$ cat src/rtl/local_flit_deserializer_pkg.sv
// Shared constants, field offsets and helpers for the router-local flit deserializer.
// Default geometry mirrors the top-level parameter defaults.
package local_flit_deserializer_pkg;

    localparam int DEF_PACKET_SIZE = 32;
    localparam int DEF_FLIT_SIZE   = 4;
    localparam int FLITS_PER_PKT   = DEF_PACKET_SIZE / DEF_FLIT_SIZE;

    // Spike packet field layout (bit offsets into pkt_data).
    localparam int AXON_LSB    = 0;
    localparam int Y_LSB       = 16;
    localparam int X_LSB       = 24;
    localparam int COORD_WIDTH = 8;

    typedef enum logic {
        ST_IDLE,
        ST_ASSEMBLE
    } asm_state_e;

    // $clog2 clamped to at least one bit so counters and pointers never collapse to zero width.
    function automatic int clog2_min1(input int value);
        return (value <= 2) ? 1 : $clog2(value);
    endfunction

endpackage

$ cat src/rtl/local_flit_deserializer_fifo.sv
// Single-clock packet FIFO with a registered head (dout) and full/empty/count status.
// A push into a full FIFO is accepted only when a pop happens in the same cycle.
module pkt_sync_fifo
    import local_flit_deserializer_pkg::*;
#(
    parameter  int WIDTH = 32,
    parameter  int DEPTH = 4,
    localparam int PTR_W = clog2_min1(DEPTH),
    localparam int CNT_W = PTR_W + 1
) (
    input  logic             clk,
    input  logic             reset,
    input  logic             push,
    input  logic             pop,
    input  logic [WIDTH-1:0] din,
    output logic [WIDTH-1:0] dout,
    output logic [CNT_W-1:0] count,
    output logic             full,
    output logic             empty
);

    logic [WIDTH-1:0] mem_q [DEPTH];
    logic [PTR_W-1:0] rd_ptr_q, rd_ptr_d;
    logic [PTR_W-1:0] wr_ptr_q, wr_ptr_d;
    logic [PTR_W-1:0] rd_next;
    logic [CNT_W-1:0] count_q, count_d;
    logic [WIDTH-1:0] dout_q, dout_d;
    logic             do_push;
    logic             do_pop;

    assign empty   = (count_q == '0);
    assign full    = (count_q == CNT_W'(DEPTH));
    assign do_pop  = pop && !empty;
    assign do_push = push && (!full || do_pop);
    assign rd_next = rd_ptr_q + PTR_W'(1);

    always_comb begin
        // NOTE: every always_comb output gets a default first, so no path can infer a latch.
        wr_ptr_d = wr_ptr_q;
        rd_ptr_d = rd_ptr_q;
        count_d  = count_q;
        dout_d   = dout_q;

        if (do_push) wr_ptr_d = wr_ptr_q + PTR_W'(1);
        if (do_pop)  rd_ptr_d = rd_next;

        case ({do_push, do_pop})
            2'b10:   count_d = count_q + CNT_W'(1);
            2'b01:   count_d = count_q - CNT_W'(1);
            default: count_d = count_q;
        endcase

        // The head register tracks whichever entry will be at rd_ptr after this edge.
        if (do_pop) begin
            if (count_q > CNT_W'(1)) begin
                dout_d = mem_q[rd_next];
            end else if (do_push) begin
                dout_d = din;
            end
        end else if (do_push && empty) begin
            dout_d = din;
        end
    end

    // NOTE: the storage array is deliberately not reset; count/pointers define validity.
    always_ff @(posedge clk) begin
        if (do_push) mem_q[wr_ptr_q] <= din;
    end

    // NOTE: sequential state uses non-blocking assignments only.
    always_ff @(posedge clk) begin
        if (reset) begin
            rd_ptr_q <= '0;
            wr_ptr_q <= '0;
            count_q  <= '0;
            dout_q   <= '0;
        end else begin
            rd_ptr_q <= rd_ptr_d;
            wr_ptr_q <= wr_ptr_d;
            count_q  <= count_d;
            dout_q   <= dout_d;
        end
    end

    assign dout  = dout_q;
    assign count = count_q;

endmodule

$ cat src/rtl/local_flit_deserializer.sv
// Router-local ejection stage: reassembles FLIT_SIZE-bit flits into PACKET_SIZE-bit packets,
// queues them in a packet FIFO and reports near-full back to the router.
module local_flit_deserializer
    import local_flit_deserializer_pkg::*;
#(
    parameter int PACKET_SIZE        = DEF_PACKET_SIZE,
    parameter int FLIT_SIZE          = DEF_FLIT_SIZE,
    parameter int FIFO_DEPTH         = 4,
    parameter int AXON_CNT_BIT_WIDTH = 1
) (
    input  logic                          clk,
    input  logic                          reset,
    input  logic [FLIT_SIZE-1:0]          flit_in,
    input  logic                          write_en,
    output logic                          neuron_full,
    output logic                          pkt_valid,
    input  logic                          pkt_ready,
    output logic [PACKET_SIZE-1:0]        pkt_data,
    output logic [AXON_CNT_BIT_WIDTH-1:0] pkt_axon,
    output logic                          overflow
);

    localparam int N_FLITS    = PACKET_SIZE / FLIT_SIZE;
    localparam int FCNT_W     = clog2_min1(N_FLITS);
    localparam int SHREG_W    = PACKET_SIZE - FLIT_SIZE;
    localparam int FIFO_CNT_W = clog2_min1(FIFO_DEPTH) + 1;

    asm_state_e              state_q, state_d;
    logic [FCNT_W-1:0]       fcnt_q, fcnt_d;
    logic [SHREG_W-1:0]      shreg_q, shreg_d;
    logic                    neuron_full_q, neuron_full_d;
    logic                    overflow_q, overflow_d;

    logic                    pkt_done;
    logic [PACKET_SIZE-1:0]  push_data;
    logic                    pop;
    logic                    push_ok;
    logic                    drop;
    logic [FIFO_CNT_W-1:0]   fifo_count;
    logic [FIFO_CNT_W-1:0]   count_next;
    logic                    fifo_full;
    logic                    fifo_empty;

    // Assembly FSM: the counter holds across write_en gaps; there is no timeout.
    always_comb begin
        state_d  = state_q;
        fcnt_d   = fcnt_q;
        shreg_d  = shreg_q;
        pkt_done = 1'b0;

        if (write_en) begin
            shreg_d = SHREG_W'({shreg_q, flit_in});
            case (state_q)
                ST_IDLE: begin
                    fcnt_d  = FCNT_W'(1);
                    state_d = ST_ASSEMBLE;
                end
                ST_ASSEMBLE: begin
                    if (fcnt_q == FCNT_W'(N_FLITS - 1)) begin
                        pkt_done = 1'b1;
                        fcnt_d   = '0;
                        state_d  = ST_IDLE;
                    end else begin
                        fcnt_d = fcnt_q + FCNT_W'(1);
                    end
                end
                default: begin
                    fcnt_d  = '0;
                    state_d = ST_IDLE;
                end
            endcase
        end
    end

    assign push_data = {shreg_q, flit_in};
    assign pkt_valid = !fifo_empty;
    assign pop       = pkt_valid && pkt_ready;
    assign push_ok   = pkt_done && (!fifo_full || pop);
    assign drop      = pkt_done && fifo_full && !pop;

    // Occupancy after this edge; neuron_full keeps one slot of margin for the router's reaction delay.
    always_comb begin
        count_next = fifo_count;
        case ({push_ok, pop})
            2'b10:   count_next = fifo_count + FIFO_CNT_W'(1);
            2'b01:   count_next = fifo_count - FIFO_CNT_W'(1);
            default: count_next = fifo_count;
        endcase
        neuron_full_d = (count_next >= FIFO_CNT_W'(FIFO_DEPTH - 1));
        overflow_d    = overflow_q || drop;
    end

    always_ff @(posedge clk) begin
        if (reset) begin
            state_q       <= ST_IDLE;
            fcnt_q        <= '0;
            shreg_q       <= '0;
            neuron_full_q <= 1'b0;
            overflow_q    <= 1'b0;
        end else begin
            state_q       <= state_d;
            fcnt_q        <= fcnt_d;
            shreg_q       <= shreg_d;
            neuron_full_q <= neuron_full_d;
            overflow_q    <= overflow_d;
        end
    end

    pkt_sync_fifo #(
        .WIDTH (PACKET_SIZE),
        .DEPTH (FIFO_DEPTH)
    ) u_pkt_fifo (
        .clk   (clk),
        .reset (reset),
        .push  (pkt_done),
        .pop   (pop),
        .din   (push_data),
        .dout  (pkt_data),
        .count (fifo_count),
        .full  (fifo_full),
        .empty (fifo_empty)
    );

    assign pkt_axon    = pkt_data[AXON_LSB +: AXON_CNT_BIT_WIDTH];
    assign neuron_full = neuron_full_q;
    assign overflow    = overflow_q;

endmodule

$ cat config.mk
export PLATFORM = sky130hd
export DESIGN_NAME = local_flit_deserializer
export DESIGN_NICKNAME = d
export VERILOG_FILES = /design/src/rtl/local_flit_deserializer_pkg.sv /design/src/rtl/local_flit_deserializer_fifo.sv /design/src/rtl/local_flit_deserializer.sv
export SDC_FILE = /design/constraint.sdc
export NUM_CORES = 1
export LEC_CHECK = 0
export CAP_MARGIN = 25
export CELL_PAD_IN_SITES_DETAIL_PLACEMENT = 2
export CELL_PAD_IN_SITES_GLOBAL_PLACEMENT = 2
export CORE_MARGIN = 3
export CORE_UTILIZATION = 29
export DETAILED_ROUTE_END_ITERATION = 8
export DONT_BUFFER_PORTS = 1
export GPL_ROUTABILITY_DRIVEN = 0
export GPL_TIMING_DRIVEN = 0
export PLACE_DENSITY_LB_ADDON = 0.1
export SETUP_SLACK_MARGIN = 0.02
export SLEW_MARGIN = 20
export SYNTH_ARGS = -nofsm -noshare
export SYNTH_HDL_FRONTEND = slang
export SYNTH_HIERARCHICAL = 1
export SYNTH_SLANG_ARGS = --single-unit
$ cat constraint.sdc
create_clock -name clk -period 3.32 [get_ports clk]
set_input_delay 0.498 -clock clk [delete_from_list [all_inputs] [get_ports clk]]
set_output_delay 0.498 -clock clk [all_outputs]
set_load 0.005 [all_outputs]
==> results summary <==
The final wirelength came out at 21,900 um. The worst register-to-register path begins at u_pkt_fifo/count[0]$_SDFFE_PP0P_. The initial antenna violation count is 0. The design area came out at 9240 sq um.

The antenna diode instance count came out at 0. After the first detailed-routing iteration, the DRC count stood at 261. The die height came out at 171 um.

During placement, the flow inserted port buffers numbering 0. The detail route stage leaves a number of antenna-violating nets equal to 0. Buffers inserted during clock tree synthesis total 24. The pin count of the biggest net entering global routing came out at 19. The most used flip-flop cell after synthesis is edfxtp_1. The leakage power of the design came out at 3.05 nW. The length of the first detailed-routing pass in iterations is 4.

STA classifies the critical path startpoint as a flip-flop. The mapped cell area came out at 7880 sq um. The run finished with clean final reports. For this configuration, the core starts out at a cell density of 0.299. At the pin with the least slew margin, the transition time is 0.798 ns. The share of the synthesized area in the top cell type is 0.488. The CTS H-tree depth is 1. The HPWL after detailed placement is 13,800 um. The number of hold buffers added after cts came out at 0.

In the global route stage, overall resource usage came out at 0.153. The latest clock arrival within the worst-skew pair is 0.52 ns. The root cell of the clock tree is clkbuf_16.

In the post-synthesis netlist, the cell with the most instances is edfxtp_1. The area of the placeable core is 26,400 sq um. The worst-case vdd ir drop is 0.260 mV. The final layout net count came out at 590. In this run the worst hold path is classified as input pin to flip-flop. The global-route congestion overflow total came out at 0. Sorting the synthesized cells by area gives the leading types as edfxtp_1 (49%), dfxtp_1 (19%), mux4_2 (9.1%).

The number of pins with negative max-slew slack in the final report is 0. The worst setup path is captured at a flip-flop. The total power per unit cell area is 601 nW/um^2. The number of violations of the max-capacitance limit is 0. The number of distinct library cells after synthesis is 36.

For this run, the top clock speed supported by timing is 334 MHz. The die covers 29,200 sq um. TritonCTS built the clock tree.

For this run, the number of Yosys warnings is 6. Setup slack closes at 0.323 ns. The signed area change from the synthesized netlist to the final layout came out at 17.3%.

The number of enable flip-flop cells after synthesis is 128. Dividing the detail-routed via count by the number of cells gives 5.03. The minimum clock period is 3.00 ns. The maximum fanout count along the critical path came out at 18. The clock tree skew after final layout is 0.0253 ns. The data required time of the worst path is 3.53 ns. The layout has 2,625 filler cells.

At the worst endpoint, the arrival time is 3.21 ns. Synthesis produced 540 cells. The largest total area in the synthesized netlist belongs to edfxtp_1. Of the synthesized area, sequential elements account for 0.673. Setup repair after global routing left no endpoint under its margin. The fraction of final layout cells with drive strength greater than 1 is 0.187. The post-place instance area came out at 8420 sq um. The category of the most critical setup path is flip-flop to flip-flop. Counting instances in the post-synthesis netlist gives the leading cell types as edfxtp_1 (128), dfxtp_1 (73), nand2_1 (68).

The post-synthesis net count came out at 560. The share of flip-flops with an asynchronous set or reset after synthesis is 0. The tree built by TritonCTS fans out to 201 sinks.

The mean instance size in the synthesized netlist came out at 14.6 sq um. After detailed routing, the average wire length per cell comes to 23.8 um. The clock passes through at most 3 buffers.

The share of the cycle needed by the critical path after routing is 0.903. Clock-pin slew was measured on the worst setup and hold paths at 0.06 ns. The row count came out at 59.

Headroom to the max-slew limit came out at 0.468. The pre-CTS setup slack is 0.0148 ns. The wire length of the first global-routing pass came out at 33,600 um. The startpoint of the most critical setup path is u_pkt_fifo/count[0]$_SDFFE_PP0P_.

The total vias in the final route came out at 4,643. The residual DRC count came out at 0. The source of the worst hold timing path is flit_in[1]. In this run the count of I/O pins placed on the die edge is 44. The hold violation count in the final report came out at 0. Measured along the x axis, the die boundary spans 171 um. The setup violation total in the final timing report came out at 0. The via count of the first global-routing pass is 5,189.

Counting flops and latches in the post-synthesis netlist gives 201.
[final timing paths]
| kind | endpoint | slack, ns | cells after the start |
|---|---|---|---|
| max | u_pkt_fifo/mem_q[1][13]$_DFFE_PP_ | 0.32 | 9 |
| min | u_pkt_fifo/mem_q[2][1]$_DFFE_PP_ | 0.07 | 0 |
| max reg2reg | u_pkt_fifo/mem_q[1][13]$_DFFE_PP_ | 0.32 | 9 |
| min reg2reg | fcnt_q[1]$_SDFFE_PP0P_ | 0.47 | 2 |
[placed cells by master (no fill, tap or decap), types with 6 or more instances in the layout]
| cell type | Yosys | layout |
|---|---|---|
| edfxtp_1 | 128 | 128 |
| dfxtp_1 | 73 | 73 |
| nand2_1 | 68 | 68 |
| nor2_1 | 40 | 40 |
| nor3_1 | 35 | 35 |
| a311oi_1 | 33 | 33 |
| mux4_2 | 32 | 32 |
| mux2i_1 | 28 | 28 |
| clkbuf_16 | 0 | 24 |
| clkbuf_1 | 12 | 17 |
| buf_2 | 14 | 14 |
| ha_1 | 11 | 11 |
| buf_4 | 9 | 9 |
| inv_1 | 7 | 6 |
[cell type report]
class	count	area, sq um	share of cell area
Buffer	37	205	0.0222
Clock buffer	34	688	0.0745
Clock inverter	10	120	0.0130
Inverter	9	37.5	0.00406
Multi-Input combinational cell	293	2360	0.255
Sequential cell	201	5310	0.574
Tap cell	335	419	0.0453
Timing Repair Buffer	4	110	0.0119
[power breakdown]
part / total, W / internal [W] / leakage (nW) / switching (W)
clock network: 0.00265 / 0.00160 / 0.394 / 0.00105
registers: 0.00268 / 0.00265 / 1.83 / 0.0000271
logic: 0.000225 / 0.0000642 / 0.826 / 0.000161
total: 0.00555 / 0.00432 / 3.05 / 0.00123
[metal layers]
metal	wire length [um]	track usage	share of wire	vias to the layer above
met4	357	0.0318	0.016	0
met1	10100	0.208	0.46	2433
met5	0	0	0	-
met2	10500	0.258	0.48	79
met3	994	0.0293	0.045	29
li1	-	-	-	2102
[cell families after synthesis]
logic type      after synthesis  share of synthesized area
flops                       201                      0.673
simple gates                165                     0.0913
mux                          61                      0.128
compound gates               51                     0.0524
buf+inv                      46                     0.0303
fa+ha+maj                    12                     0.0200
xor+xnor                      4                    0.00445
[state kept, by name, indices dropped and copies added (netlist names), 2 cells and up]
register             cells
u_pkt_fifo/mem_q       128
u_pkt_fifo/dout         32
shreg_q                 28
fcnt_q                   3
u_pkt_fifo/count         3
u_pkt_fifo/rd_ptr_q      2
u_pkt_fifo/wr_ptr_q      2
[stage by stage]
step                      TNS, ns  power (W)   util  hold WS [ns]  instances
after floorplan                 0    0.00287      -         0.449        540
after global placement    -104.16    0.00295  0.315         0.459        875
after detailed placement        0    0.00296  0.319         0.471        879
after CTS                       0    0.00565  0.350        0.0393        923
after global routing            0    0.00579  0.351        0.0379        923
final                           0    0.00555  0.351        0.0660        923
[critical path, cell delays in order (launching register included)]
cell	delay (ns)
dfxtp_1	0.50
inv_1	0.14
ha_1	0.32
nand2b_2	0.15
inv_2	0.09
nand2b_1	0.21
clkinvlp_4	0.21
nand3b_1	0.30
and3_4	0.51
buf_16	0.23
[what timing repair did]
item,4_1_cts,5_1_grt
gates resized for setup,1,4
pin swaps,0,0
setup buffers,0,0
endpoints found under the setup margin,9,62
(Power assumes the default switching activity.)
